### src/rtl/ray_slab_combine_pkg.sv
// Float word layout and FSM encoding shared by the slab-combine stage and its bus.
package ray_slab_combine_pkg;

    localparam int FLT_W  = 27;
    localparam int EXN_HI = FLT_W;
    localparam int EXN_LO = FLT_W - 1;
    localparam int SIGN   = FLT_W - 2;

    localparam logic [1:0] EXN_NORMAL = 2'b01;

    localparam logic [2:0] ST_IDLE      = 3'd0;
    localparam logic [2:0] ST_CMP_NEAR  = 3'd1;
    localparam logic [2:0] ST_CMP_FAR   = 3'd2;
    localparam logic [2:0] ST_CMP_FINAL = 3'd3;
    localparam logic [2:0] ST_EMIT      = 3'd4;

    typedef enum logic [2:0] {
        IDLE      = ST_IDLE,
        CMP_NEAR  = ST_CMP_NEAR,
        CMP_FAR   = ST_CMP_FAR,
        CMP_FINAL = ST_CMP_FINAL,
        EMIT      = ST_EMIT
    } state_t;

endpackage

### src/rtl/ray_slab_combine_if.sv
// Axis input, result output and shared-comparator signals of the slab-combine stage.
interface ray_slab_combine_if
    import ray_slab_combine_pkg::*;
#(
    parameter int WIDTH = FLT_W
);
    logic             in_valid;
    logic             in_ready;
    logic [WIDTH:0]   in_near;
    logic [WIDTH:0]   in_far;
    logic             in_last;
    logic [WIDTH:0]   cmp_a;
    logic [WIDTH:0]   cmp_b;
    logic             cmp_less;
    logic             out_valid;
    logic             out_ready;
    logic             out_hit;
    logic [WIDTH:0]   out_tnear;
    logic [WIDTH:0]   out_tfar;

    modport slave (
        input  in_valid, in_near, in_far, in_last, cmp_less, out_ready,
        output in_ready, cmp_a, cmp_b, out_valid, out_hit, out_tnear, out_tfar
    );

    modport master (
        output in_valid, in_near, in_far, in_last, cmp_less, out_ready,
        input  in_ready, cmp_a, cmp_b, out_valid, out_hit, out_tnear, out_tfar
    );
endinterface

### src/rtl/ray_slab_combine.sv
// Reduces one ray's per-axis slab intervals to max(tnear)/min(tfar) through a shared
// external less-than comparator, then reports entry/exit distances and a hit flag.
module ray_slab_combine
    import ray_slab_combine_pkg::*;
#(
    parameter int WIDTH   = FLT_W,
    parameter int CMP_LAT = 3
) (
    input  logic              clk,
    input  logic              rst,
    ray_slab_combine_if.slave bus
);
    localparam int CNT_W = $clog2(CMP_LAT + 1);
    localparam logic [CNT_W-1:0] CNT_LAST = CNT_W'(CMP_LAT - 1);

    typedef logic [WIDTH:0] word_t;

    function automatic logic is_neg_normal(input word_t w);
        return (w[EXN_HI:EXN_LO] == EXN_NORMAL) && w[SIGN];
    endfunction

    state_t           state_q, state_d;
    logic [CNT_W-1:0] cnt_q, cnt_d;
    logic             first_q, first_d;
    logic             last_q, last_d;
    logic             in_ready_q, in_ready_d;
    logic             out_valid_q, out_valid_d;
    logic             hit_q, hit_d;
    word_t            cmp_a_q, cmp_a_d, cmp_b_q, cmp_b_d;
    word_t            tnear_q, tnear_d, tfar_q, tfar_d;
    word_t            acc_near_q, acc_near_d, acc_far_q, acc_far_d;
    word_t            lat_near_q, lat_near_d, lat_far_q, lat_far_d;
    word_t            far_upd;
    logic             cmp_done;
    logic             accept;

    assign cmp_done = (cnt_q == CNT_LAST);
    assign accept   = bus.in_valid && in_ready_q;

    always_comb begin
        state_d    = state_q;
        cnt_d      = cnt_q;
        first_d    = first_q;
        last_d     = last_q;
        hit_d      = hit_q;
        cmp_a_d    = cmp_a_q;
        cmp_b_d    = cmp_b_q;
        tnear_d    = tnear_q;
        tfar_d     = tfar_q;
        acc_near_d = acc_near_q;
        acc_far_d  = acc_far_q;
        lat_near_d = lat_near_q;
        lat_far_d  = lat_far_q;
        far_upd    = acc_far_q;

        case (state_q)
            IDLE: begin
                if (accept) begin
                    if (first_q) begin
                        acc_near_d = bus.in_near;
                        acc_far_d  = bus.in_far;
                        if (bus.in_last) begin
                            // A one-axis ray goes straight to the far-vs-near ordering check.
                            cmp_a_d = bus.in_far;
                            cmp_b_d = bus.in_near;
                            cnt_d   = '0;
                            state_d = CMP_FINAL;
                        end else begin
                            first_d = 1'b0;
                        end
                    end else begin
                        lat_near_d = bus.in_near;
                        lat_far_d  = bus.in_far;
                        last_d     = bus.in_last;
                        cmp_a_d    = acc_near_q;
                        cmp_b_d    = bus.in_near;
                        cnt_d      = '0;
                        state_d    = CMP_NEAR;
                    end
                end
            end
            CMP_NEAR: begin
                if (cmp_done) begin
                    if (bus.cmp_less) acc_near_d = lat_near_q;
                    cmp_a_d = lat_far_q;
                    cmp_b_d = acc_far_q;
                    cnt_d   = '0;
                    state_d = CMP_FAR;
                end else begin
                    cnt_d = cnt_q + CNT_W'(1);
                end
            end
            CMP_FAR: begin
                if (cmp_done) begin
                    far_upd   = bus.cmp_less ? lat_far_q : acc_far_q;
                    acc_far_d = far_upd;
                    cnt_d     = '0;
                    if (last_q) begin
                        cmp_a_d = far_upd;
                        cmp_b_d = acc_near_q;
                        state_d = CMP_FINAL;
                    end else begin
                        state_d = IDLE;
                    end
                end else begin
                    cnt_d = cnt_q + CNT_W'(1);
                end
            end
            CMP_FINAL: begin
                if (cmp_done) begin
                    // Zero tfar carries exception 00, so it never counts as negative.
                    hit_d   = !bus.cmp_less && !is_neg_normal(acc_far_q);
                    tnear_d = acc_near_q;
                    tfar_d  = acc_far_q;
                    state_d = EMIT;
                end else begin
                    cnt_d = cnt_q + CNT_W'(1);
                end
            end
            EMIT: begin
                if (bus.out_ready) begin
                    first_d = 1'b1;
                    state_d = IDLE;
                end
            end
            default: state_d = IDLE;
        endcase

        in_ready_d  = (state_d == IDLE);
        out_valid_d = (state_d == EMIT);
    end

    always_ff @(posedge clk or negedge rst) begin
        if (!rst) begin
            state_q     <= IDLE;
            cnt_q       <= '0;
            first_q     <= 1'b1;
            last_q      <= 1'b0;
            in_ready_q  <= 1'b0;
            out_valid_q <= 1'b0;
            hit_q       <= 1'b0;
            cmp_a_q     <= '0;
            cmp_b_q     <= '0;
            tnear_q     <= '0;
            tfar_q      <= '0;
        end else begin
            state_q     <= state_d;
            cnt_q       <= cnt_d;
            first_q     <= first_d;
            last_q      <= last_d;
            in_ready_q  <= in_ready_d;
            out_valid_q <= out_valid_d;
            hit_q       <= hit_d;
            cmp_a_q     <= cmp_a_d;
            cmp_b_q     <= cmp_b_d;
            tnear_q     <= tnear_d;
            tfar_q      <= tfar_d;
        end
    end

    // Accumulators are always rewritten by a ray's first axis before being read.
    always_ff @(posedge clk) begin
        acc_near_q <= acc_near_d;
        acc_far_q  <= acc_far_d;
        lat_near_q <= lat_near_d;
        lat_far_q  <= lat_far_d;
    end

    assign bus.in_ready  = in_ready_q;
    assign bus.out_valid = out_valid_q;
    assign bus.out_hit   = hit_q;
    assign bus.out_tnear = tnear_q;
    assign bus.out_tfar  = tfar_q;
    assign bus.cmp_a     = cmp_a_q;
    assign bus.cmp_b     = cmp_b_q;

endmodule
### src/flat_wrapper.sv
// flat-port wrapper written by rule: the top's interface ports become plain ports
module ray_slab_combine_flat import ray_slab_combine_pkg::*;
#(
    parameter int WIDTH   = FLT_W,
    parameter int CMP_LAT = 3
)
  (clk, rst, bus_in_valid, bus_in_near, bus_in_far, bus_in_last, bus_cmp_less, bus_out_ready, bus_in_ready, bus_cmp_a, bus_cmp_b, bus_out_valid, bus_out_hit, bus_out_tnear, bus_out_tfar);
  ray_slab_combine_if #(.WIDTH(WIDTH)) bus_i ();
  input  logic clk;
  input  logic rst;
  input wire logic [$bits(bus_i.in_valid)-1:0] bus_in_valid;
  input wire logic [$bits(bus_i.in_near)-1:0] bus_in_near;
  input wire logic [$bits(bus_i.in_far)-1:0] bus_in_far;
  input wire logic [$bits(bus_i.in_last)-1:0] bus_in_last;
  input wire logic [$bits(bus_i.cmp_less)-1:0] bus_cmp_less;
  input wire logic [$bits(bus_i.out_ready)-1:0] bus_out_ready;
  output wire logic [$bits(bus_i.in_ready)-1:0] bus_in_ready;
  output wire logic [$bits(bus_i.cmp_a)-1:0] bus_cmp_a;
  output wire logic [$bits(bus_i.cmp_b)-1:0] bus_cmp_b;
  output wire logic [$bits(bus_i.out_valid)-1:0] bus_out_valid;
  output wire logic [$bits(bus_i.out_hit)-1:0] bus_out_hit;
  output wire logic [$bits(bus_i.out_tnear)-1:0] bus_out_tnear;
  output wire logic [$bits(bus_i.out_tfar)-1:0] bus_out_tfar;
  assign bus_i.in_valid = bus_in_valid;
  assign bus_i.in_near = bus_in_near;
  assign bus_i.in_far = bus_in_far;
  assign bus_i.in_last = bus_in_last;
  assign bus_i.cmp_less = bus_cmp_less;
  assign bus_i.out_ready = bus_out_ready;
  assign bus_in_ready = bus_i.in_ready;
  assign bus_cmp_a = bus_i.cmp_a;
  assign bus_cmp_b = bus_i.cmp_b;
  assign bus_out_valid = bus_i.out_valid;
  assign bus_out_hit = bus_i.out_hit;
  assign bus_out_tnear = bus_i.out_tnear;
  assign bus_out_tfar = bus_i.out_tfar;
  ray_slab_combine #(.WIDTH(WIDTH), .CMP_LAT(CMP_LAT)) u_core (.clk(clk), .rst(rst), .bus(bus_i));
endmodule
### config.mk
export PLATFORM = sky130hd
export DESIGN_NAME = ray_slab_combine_flat
export DESIGN_NICKNAME = d
export VERILOG_FILES = /design/src/rtl/ray_slab_combine_pkg.sv /design/src/rtl/ray_slab_combine_if.sv /design/src/rtl/ray_slab_combine.sv /design/src/flat_wrapper.sv
export SDC_FILE = /design/constraint.sdc
export NUM_CORES = 1
export LEC_CHECK = 0
export ABC_AREA = 0
export BUFFER_PORTS_ARGS = -buffer_cell sky130_fd_sc_hd__buf_2
export CAP_MARGIN = 30
export CORE_ASPECT_RATIO = 0.6
export CORE_UTILIZATION = 35
export CTS_CLUSTER_DIAMETER = 200
export DETAILED_ROUTE_END_ITERATION = 8
export GPL_ROUTABILITY_DRIVEN = 1
export PLACE_DENSITY = 0.53
export SLEW_MARGIN = 20
export SYNTH_ARGS = -nofsm -noshare
export SYNTH_HDL_FRONTEND = slang
export SYNTH_SLANG_ARGS = --single-unit
### constraint.sdc
create_clock -name clk -period 12 [get_ports clk]
set_input_delay 0.6 -clock clk [delete_from_list [all_inputs] [get_ports clk]]
set_output_delay 0.6 -clock clk [all_outputs]
set_load 0.01 [all_outputs]
==> results of run 1 <==
## sequential cells by signal, indices dropped and copies added (netlist names), 2 cells and up
register / cells
u_core.acc_far_q: 28
u_core.acc_near_q: 28
u_core.bus.cmp_a: 28
u_core.bus.cmp_b: 28
u_core.bus.out_tfar: 28
u_core.bus.out_tnear: 28
u_core.lat_far_q: 28
u_core.lat_near_q: 28
u_core.state_q: 3
u_core.cnt_q: 2
## layout make-up
| cell class | count | area share |
|---|---|---|
| Clock buffer | 39 | 0.05621 |
| Clock inverter | 7 | 0.005561 |
| Inverter | 6 | 0.001787 |
| Multi-Input combinational cell | 420 | 0.3001 |
| Sequential cell | 234 | 0.5093 |
| Tap cell | 400 | 0.03972 |
| Timing Repair Buffer | 191 | 0.08729 |
## layer usage
layer / wire [um] / GRT usage
met3: 1933 / 0.03609
met2: 11410 / 0.2527
met5: 0 / 0
met4: 472 / 0.03628
met1: 15630 / 0.3217
## final timing paths
path                       cells after the start                        to  slack [ns]          startpoint
min in group clk                               1      u_core.lat_far_q[24]        0.27      bus_in_far[24]
min reg2reg                                    2        u_core.bus.out_hit        0.48  u_core.bus.out_hit
max                                            6      u_core.acc_near_q[4]        9.00   u_core.state_q[0]
max in group asynchronous                      2  u_core.bus.out_tnear[14]       10.71                 rst
min                                            1  u_core.bus.out_tnear[23]        0.14                 rst
max reg2reg                                    6      u_core.acc_near_q[4]        9.00   u_core.state_q[0]
## stage by stage
| step | power [mW] | util | cells | setup slack, ns |
|---|---|---|---|---|
| global route | 3.769 | 0.4326 | 1297 | 8.786 |
| finish | 3.559 | 0.4326 | 1297 | 8.995 |
| detailed placement | 2.820 | 0.4052 | 1250 | 8.599 |
| CTS | 3.584 | 0.4319 | 1296 | 8.567 |
| global placement | 2.738 | 0.4009 | 1245 | 8.402 |
| floorplan | 2.303 | - | 715 | 8.022 |
## power by group through the flow
stage,logic [mW],registers (mW),clock network (mW)
6_report,1.49,1.32,0.754
5_1_grt,1.61,1.35,0.805
4_1_cts,1.49,1.32,0.773
3_5_place_dp,1.49,1.33,0
3_3_place_gp,1.40,1.34,0
2_1_floorplan,0.940,1.36,0
## worst register-to-register path: cells and delay by family, from the launching register on
family	cells	cell delay, ns
buffers and inverters	2	0.46
and+or+nand+nor	2	0.83
DFF	1	0.78
AOI/OAI and AO/OA	2	0.64
## layout by cell type, fill, tap and decap left out, types with 3 or more instances in the layout
cell / netlist / routed
nor2_4: 0 / 3
buf_16: 0 / 4
o22ai_1: 29 / 29
dfrtp_1: 121 / 121
nor2_1: 34 / 31
a21oi_4: 0 / 3
clkbuf_1: 8 / 11
inv_1: 5 / 5
clkinv_2: 0 / 4
mux2_4: 19 / 19
o41ai_1: 3 / 3
a21oi_1: 61 / 59
ha_1: 4 / 4
mux2i_1: 57 / 57
a2bb2oi_1: 31 / 31
mux2_1: 28 / 28
mux2_2: 94 / 94
a221o_1: 28 / 28
clkbuf_8: 0 / 3
clkbuf_16: 0 / 25
nand2_1: 6 / 6
edfxtp_1: 112 / 112
buf_2: 32 / 175
buf_4: 2 / 9
## kinds of logic after synthesis
kind of cell,share of synthesized area
buffers and inverters,0.03467
XOR/XNOR,0.002621
AO/OA/AOI/OAI,0.1098
AND/OR/NAND/NOR,0.02478
adder cells (fa/ha/maj),0.004765
multiplexers,0.2123
flip-flops,0.6110
==> results.md, run 1 <==
- Status: finished, final reports clean
- Top post-synthesis cells by area: edfxtp_1, dfrtp_1, mux2_2
- Placeable Area: 29130 sq um
- Max IR drop VDD: 0.1374 mV
- CTS H-tree lvls: 1
- Skew final: 0.02436 ns
- Register area share after synthesis: 0.6110
- Worst Hold Class: primary input to async pin
- Fmax: 332.8 MHz
- Worst Path Buf+Inv: 2
- Final setup fails: 0
- Pre-antenna DRT Iters: 5
- Cell Area, Synth: 10500 sq um
- Finished Cell Area: 12600 sq um
- Final Net Count: 944
- Number of port buffers: 176
- Final Hold Viols: 0
- Sw Share: 0.3543
- Dpl hpwl: 18790 um
- Die Wd: 225.6 um
- Final WL: 29440 um
- Internal: 2.298 mW
- Netlist cell types: 44
- Initial antenna violation count: 0
- Remaining antenna violation count: 0
- Residual overflow from global routing: 0
- Warnings, synthesis: 0
- Fin crit share: 0.2504
- Largest net degree at the start of global routing: 78
- Die height: 136.2 um
- Resized Gates After CTS: 0
- Post-synth top area share: 0.3202
- Area leader, netlist: edfxtp_1
- Static leakage: 5.228 nW
- Hold_buf cts: 0
- Fin crit period: 3.005 ns
- Ant diodes: 0
- Syn nets: 781
- Placed instance area: 11800 sq um
- CP peak stage delay: 0.78 ns
- Async S/R FF share, synth: 0.5214
- Total Neg Setup Slack: 0 ns
- Critical path cell sequence: nand2b_4, nor2_4, buf_12, a21oi_1, a21oi_4, buf_16
- Area of the multi-input gates: 3781 sq um
- Post-CTS Setup Inserts: 0
- DR vias/cell: 5.315
- Most numerous cell in the Yosys netlist: dfrtp_1
- Rel. slew slack: 0.4054
- I/O Pins: 177
- Most frequent cells after synthesis: dfrtp_1, edfxtp_1, mux2_2
- Total CTS buffers: 25
- Comb pwr share: 0.417
- Switching pwr: 1.261 mW
- Least-Margin Pin Slew: 0.8919 ns
- DR vias: 6893
- Clock slew at reported path FFs: 0.07 ns
- 1st-iter DRT viols: 578
- Syn Inst Count: 715
- Reg power frac: 0.371
- Slew Limit Fails: 0
- Final worst hold slack: 0.1357 ns
- Via count of the first global-routing pass: 6752
- Max Cap Violations: 0
- WL per Instance: 22.70 um
- Top cell family by delay on the critical path: simple AND/OR/NAND/NOR gates
- Pwr dens: 282.5 nW/um^2
- Longest Clk Path Bufs: 3
- Worst setup EP type: register
- Area growth syn-to-layout: 19.97%
- CP startpoint kind: register
- CP Max Fanout: 32
- Critical path arrival: 3.23 ns
- Filler Cells Inserted: 2669
- Worst EP required: 12.23 ns
- Worst skew pair latency: 0.54 ns
- Number of synthesized register bits: 234
- Die area: 30730 sq um
- Area occupied by registers: 6417 sq um
- GPL Wtd Cong: 0.7681
- DRC viols: 0
- Share of cells above drive strength 1: 0.3935
- Starting Density: 0.3606
- Root Buffer: clkbuf_16
- First-pass GRT wire length: 44440 um
- RSZ-0062 raised after global routing: false
- Number of flops mapped to enable cells by yosys: 112
- Clk pwr share: 0.212
- Num rows: 48
- Slowest CP cell: dfrtp_1
- CTS tree: built
- Top_reg_cell synth: dfrtp_1
- Crit Path Category: register to register
- Gr usage total: 0.1936
- Syn Area/Cell: 14.69 sq um
- Clock Sink Count: 234
(Power assumes the default switching activity.)
==> run 2: changes to the inputs <==
ABC_AREA = 1   (was 0)
clock period = 3.15 ns   (was 12 ns; I/O delays follow)
==> run 2 against run 1 <==
  * Total power rose to 3.8 times the previous value
  * First-iteration DRC count grew 22%
  * Worst setup slack got worse by 8.4 ns
  * Critical path type unchanged
==> results.md, run 2 <==
- Critical path cell sequence: inv_1, ha_1, inv_1, nand3_1, nand3_1, nor2_4, buf_4, nand2_1, nand2_1
- Tot Pwr: 13.57 mW
- Number of synthesized register bits: 234
- Clock slew at reported path FFs: 0.06 ns
- Status: finished, final reports clean
- CP Max Fanout: 36
- Die area: 30740 sq um
- RSZ-0062 raised after global routing: false
- Register area share after synthesis: 0.6107
- Area growth syn-to-layout: 25.15%
- Post-synth top area share: 0.3200
- Most frequent cells in the layout: nand2_1, buf_2, dfrtp_1, o21ai_0, edfxtp_1
- Largest net degree at the start of global routing: 70
- DR vias: 8670
- Cell depth of the worst setup path: 9
- Rel. slew slack: 0.5078
- Syn nets: 1275
- Slowest CP cell: nor2_4
- Num rows: 48
- WL per Instance: 17.29 um
- Worst skew pair latency: 0.52 ns
- Commonest non-fill, non-tap cell in the layout: nand2_1
- Final setup fails: 0
- CP peak stage delay: 0.51 ns
- Remaining antenna violation count: 0
- Warnings, synthesis: 0
- 1st-iter DRT viols: 705
- Post-CTS Setup Inserts: 0
- Residual overflow from global routing: 0
- Netlist cell types: 25
- Post-Route Utilization: 0.4515
- Total CTS buffers: 24
- Initial antenna violation count: 3
- First-pass GRT wire length: 48490 um
- Skew final: 0.01108 ns
- Most numerous cell in the Yosys netlist: nand2_1
- Comb pwr share: 0.420
- Number of flops mapped to enable cells by yosys: 112
- CTS H-tree lvls: 1
- Fin crit period: 2.508 ns
- Top post-synthesis cells by area: edfxtp_1, dfrtp_1, nand2_1
- Internal: 7.870 mW
- Pre-antenna DRT Iters: 6
- Placed instance area: 11770 sq um
- Area leader, netlist: edfxtp_1
- Static leakage: 6.494 nW
- Gr usage total: 0.2079
- Final WL: 31930 um
- Switching pwr: 5.703 mW
- Fin crit share: 0.7961
- Least-Margin Pin Slew: 0.7384 ns
- Async S/R FF share, synth: 0.5214
- Top_reg_cell synth: dfrtp_1
- Slew Limit Fails: 0
- Filler Cells Inserted: 2895
- Placeable Area: 29130 sq um
- Via count of the first global-routing pass: 8137
- Sw Share: 0.4202
- I/O Pins: 177
- Finished Cell Area: 13150 sq um
- DR vias/cell: 4.694
- Reg power frac: 0.369
- Syn Area/Cell: 8.692 sq um
- Max Cap Violations: 0
- Die height: 136.2 um
- Top cell family by delay on the critical path: simple AND/OR/NAND/NOR gates
- Number of port buffers: 176
- Worst EP required: 3.61 ns
- Syn Inst Count: 1209
- Worst Hold Class: primary input to async pin
- Crit Path Category: register to register
- Max IR drop VDD: 0.5098 mV
- CTS tree: built
- R2r worst-path depth: 9
- Clock Sink Count: 234
- Most frequent cells after synthesis: nand2_1, dfrtp_1, o21ai_0
- Starting Density: 0.3608
- Pwr dens: 1032 nW/um^2
- Total Neg Setup Slack: 0 ns
- Cell Area, Synth: 10510 sq um
- Dpl hpwl: 21020 um
- Worst setup EP type: register
- Root Buffer: clkbuf_16
- Clk pwr share: 0.211
- CP startpoint kind: register
- Die Wd: 225.7 um
- Longest Clk Path Bufs: 3
- DRC viols: 0
- GPL Wtd Cong: 0.8068
- Final Net Count: 1492
- Fmax: 398.8 MHz
- Worst Path Buf+Inv: 3
- Resized Gates After CTS: 0
- Final Hold Viols: 0
- Critical path arrival: 2.97 ns
- Share of cells above drive strength 1: 0.1711
==> run 2: cell families after synthesis <==
group / share of synthesized area
buffers and inverters: 0.06072
DFF: 0.6107
and+or+nand+nor: 0.2655
AOI/OAI and AO/OA: 0.05834
adders and majority gates: 0.004763
==> run 2: area by class of cell <==
| class | instances | area (sq um) | share of cell area |
|---|---|---|---|
| sequential | 234 | 6417 | 0.4880 |
| clock inverter | 4 | 45.04 | 0.003425 |
| timing repair buffer | 255 | 1668 | 0.1268 |
| tap | 400 | 500.5 | 0.03806 |
| multi-input combinational | 835 | 3493 | 0.2656 |
| clock buffer | 40 | 733.2 | 0.05575 |
| antenna | 3 | 7.507 | 0.0005708 |
| inverter | 76 | 286.5 | 0.02179 |
==> run 2: final timing paths <==
path,start,end,slack [ns]
worst max-delay path,u_core.cnt_q[0],u_core.bus.cmp_a[24],0.64
worst min-delay path,rst,u_core.bus.cmp_a[0],0.15
worst max register to register,u_core.cnt_q[0],u_core.bus.cmp_a[24],0.64
worst min register to register,u_core.bus.cmp_a[18],u_core.bus.cmp_a[18],0.47
max in group asynchronous,rst,u_core.first_q,2.18
min in group clk,bus_in_valid,u_core.state_q[1],0.23
==> run 2: through the flow <==
stage / hold WS [ns] / worst slack, ns / cells
after floorplan: -0.1381 / 0.1261 / 1209
after global placement: 0.1508 / 0.7415 / 1740
after detailed placement: 0.1470 / 0.6694 / 1740
after CTS: 0.1613 / 0.6489 / 1844
after global routing: 0.1958 / 0.4085 / 1846
final: 0.1525 / 0.6424 / 1847
==> run 2: worst reg2reg max path, stage by stage, from the launching register on <==
cell and delay, ns:
dfrtp_1 0.39, inv_1 0.13, ha_1 0.32, inv_1 0.09, nand3_1 0.13, nand3_1 0.13, nor2_4 0.51, buf_4 0.51
nand2_1 0.14, nand2_1 0.09
==> run 2: layer usage <==
metal / wire length, um / global-route usage
met5: 0 / 0
met4: 388 / 0.03553
met3: 2017 / 0.03998
met2: 13180 / 0.3002
met1: 16350 / 0.3224
==> run 2: power groups by stage <==
stage / clock [mW] / combinational, mW / sequential, mW
2_1_floorplan: 0 / 3.31 / 5.26
3_3_place_gp: 0 / 5.64 / 5.06
3_5_place_dp: 0 / 5.72 / 5.04
4_1_cts: 2.92 / 5.79 / 5.01
5_1_grt: 3.04 / 6.40 / 5.12
6_report: 2.86 / 5.70 / 5.01
==> run 2: what timing repair did <==
item / 4_1_cts / 5_1_grt
endpoints found under the setup margin: 0 / 0
hold endpoints to repair: 177 / 0
hold buffers: 60 / 0
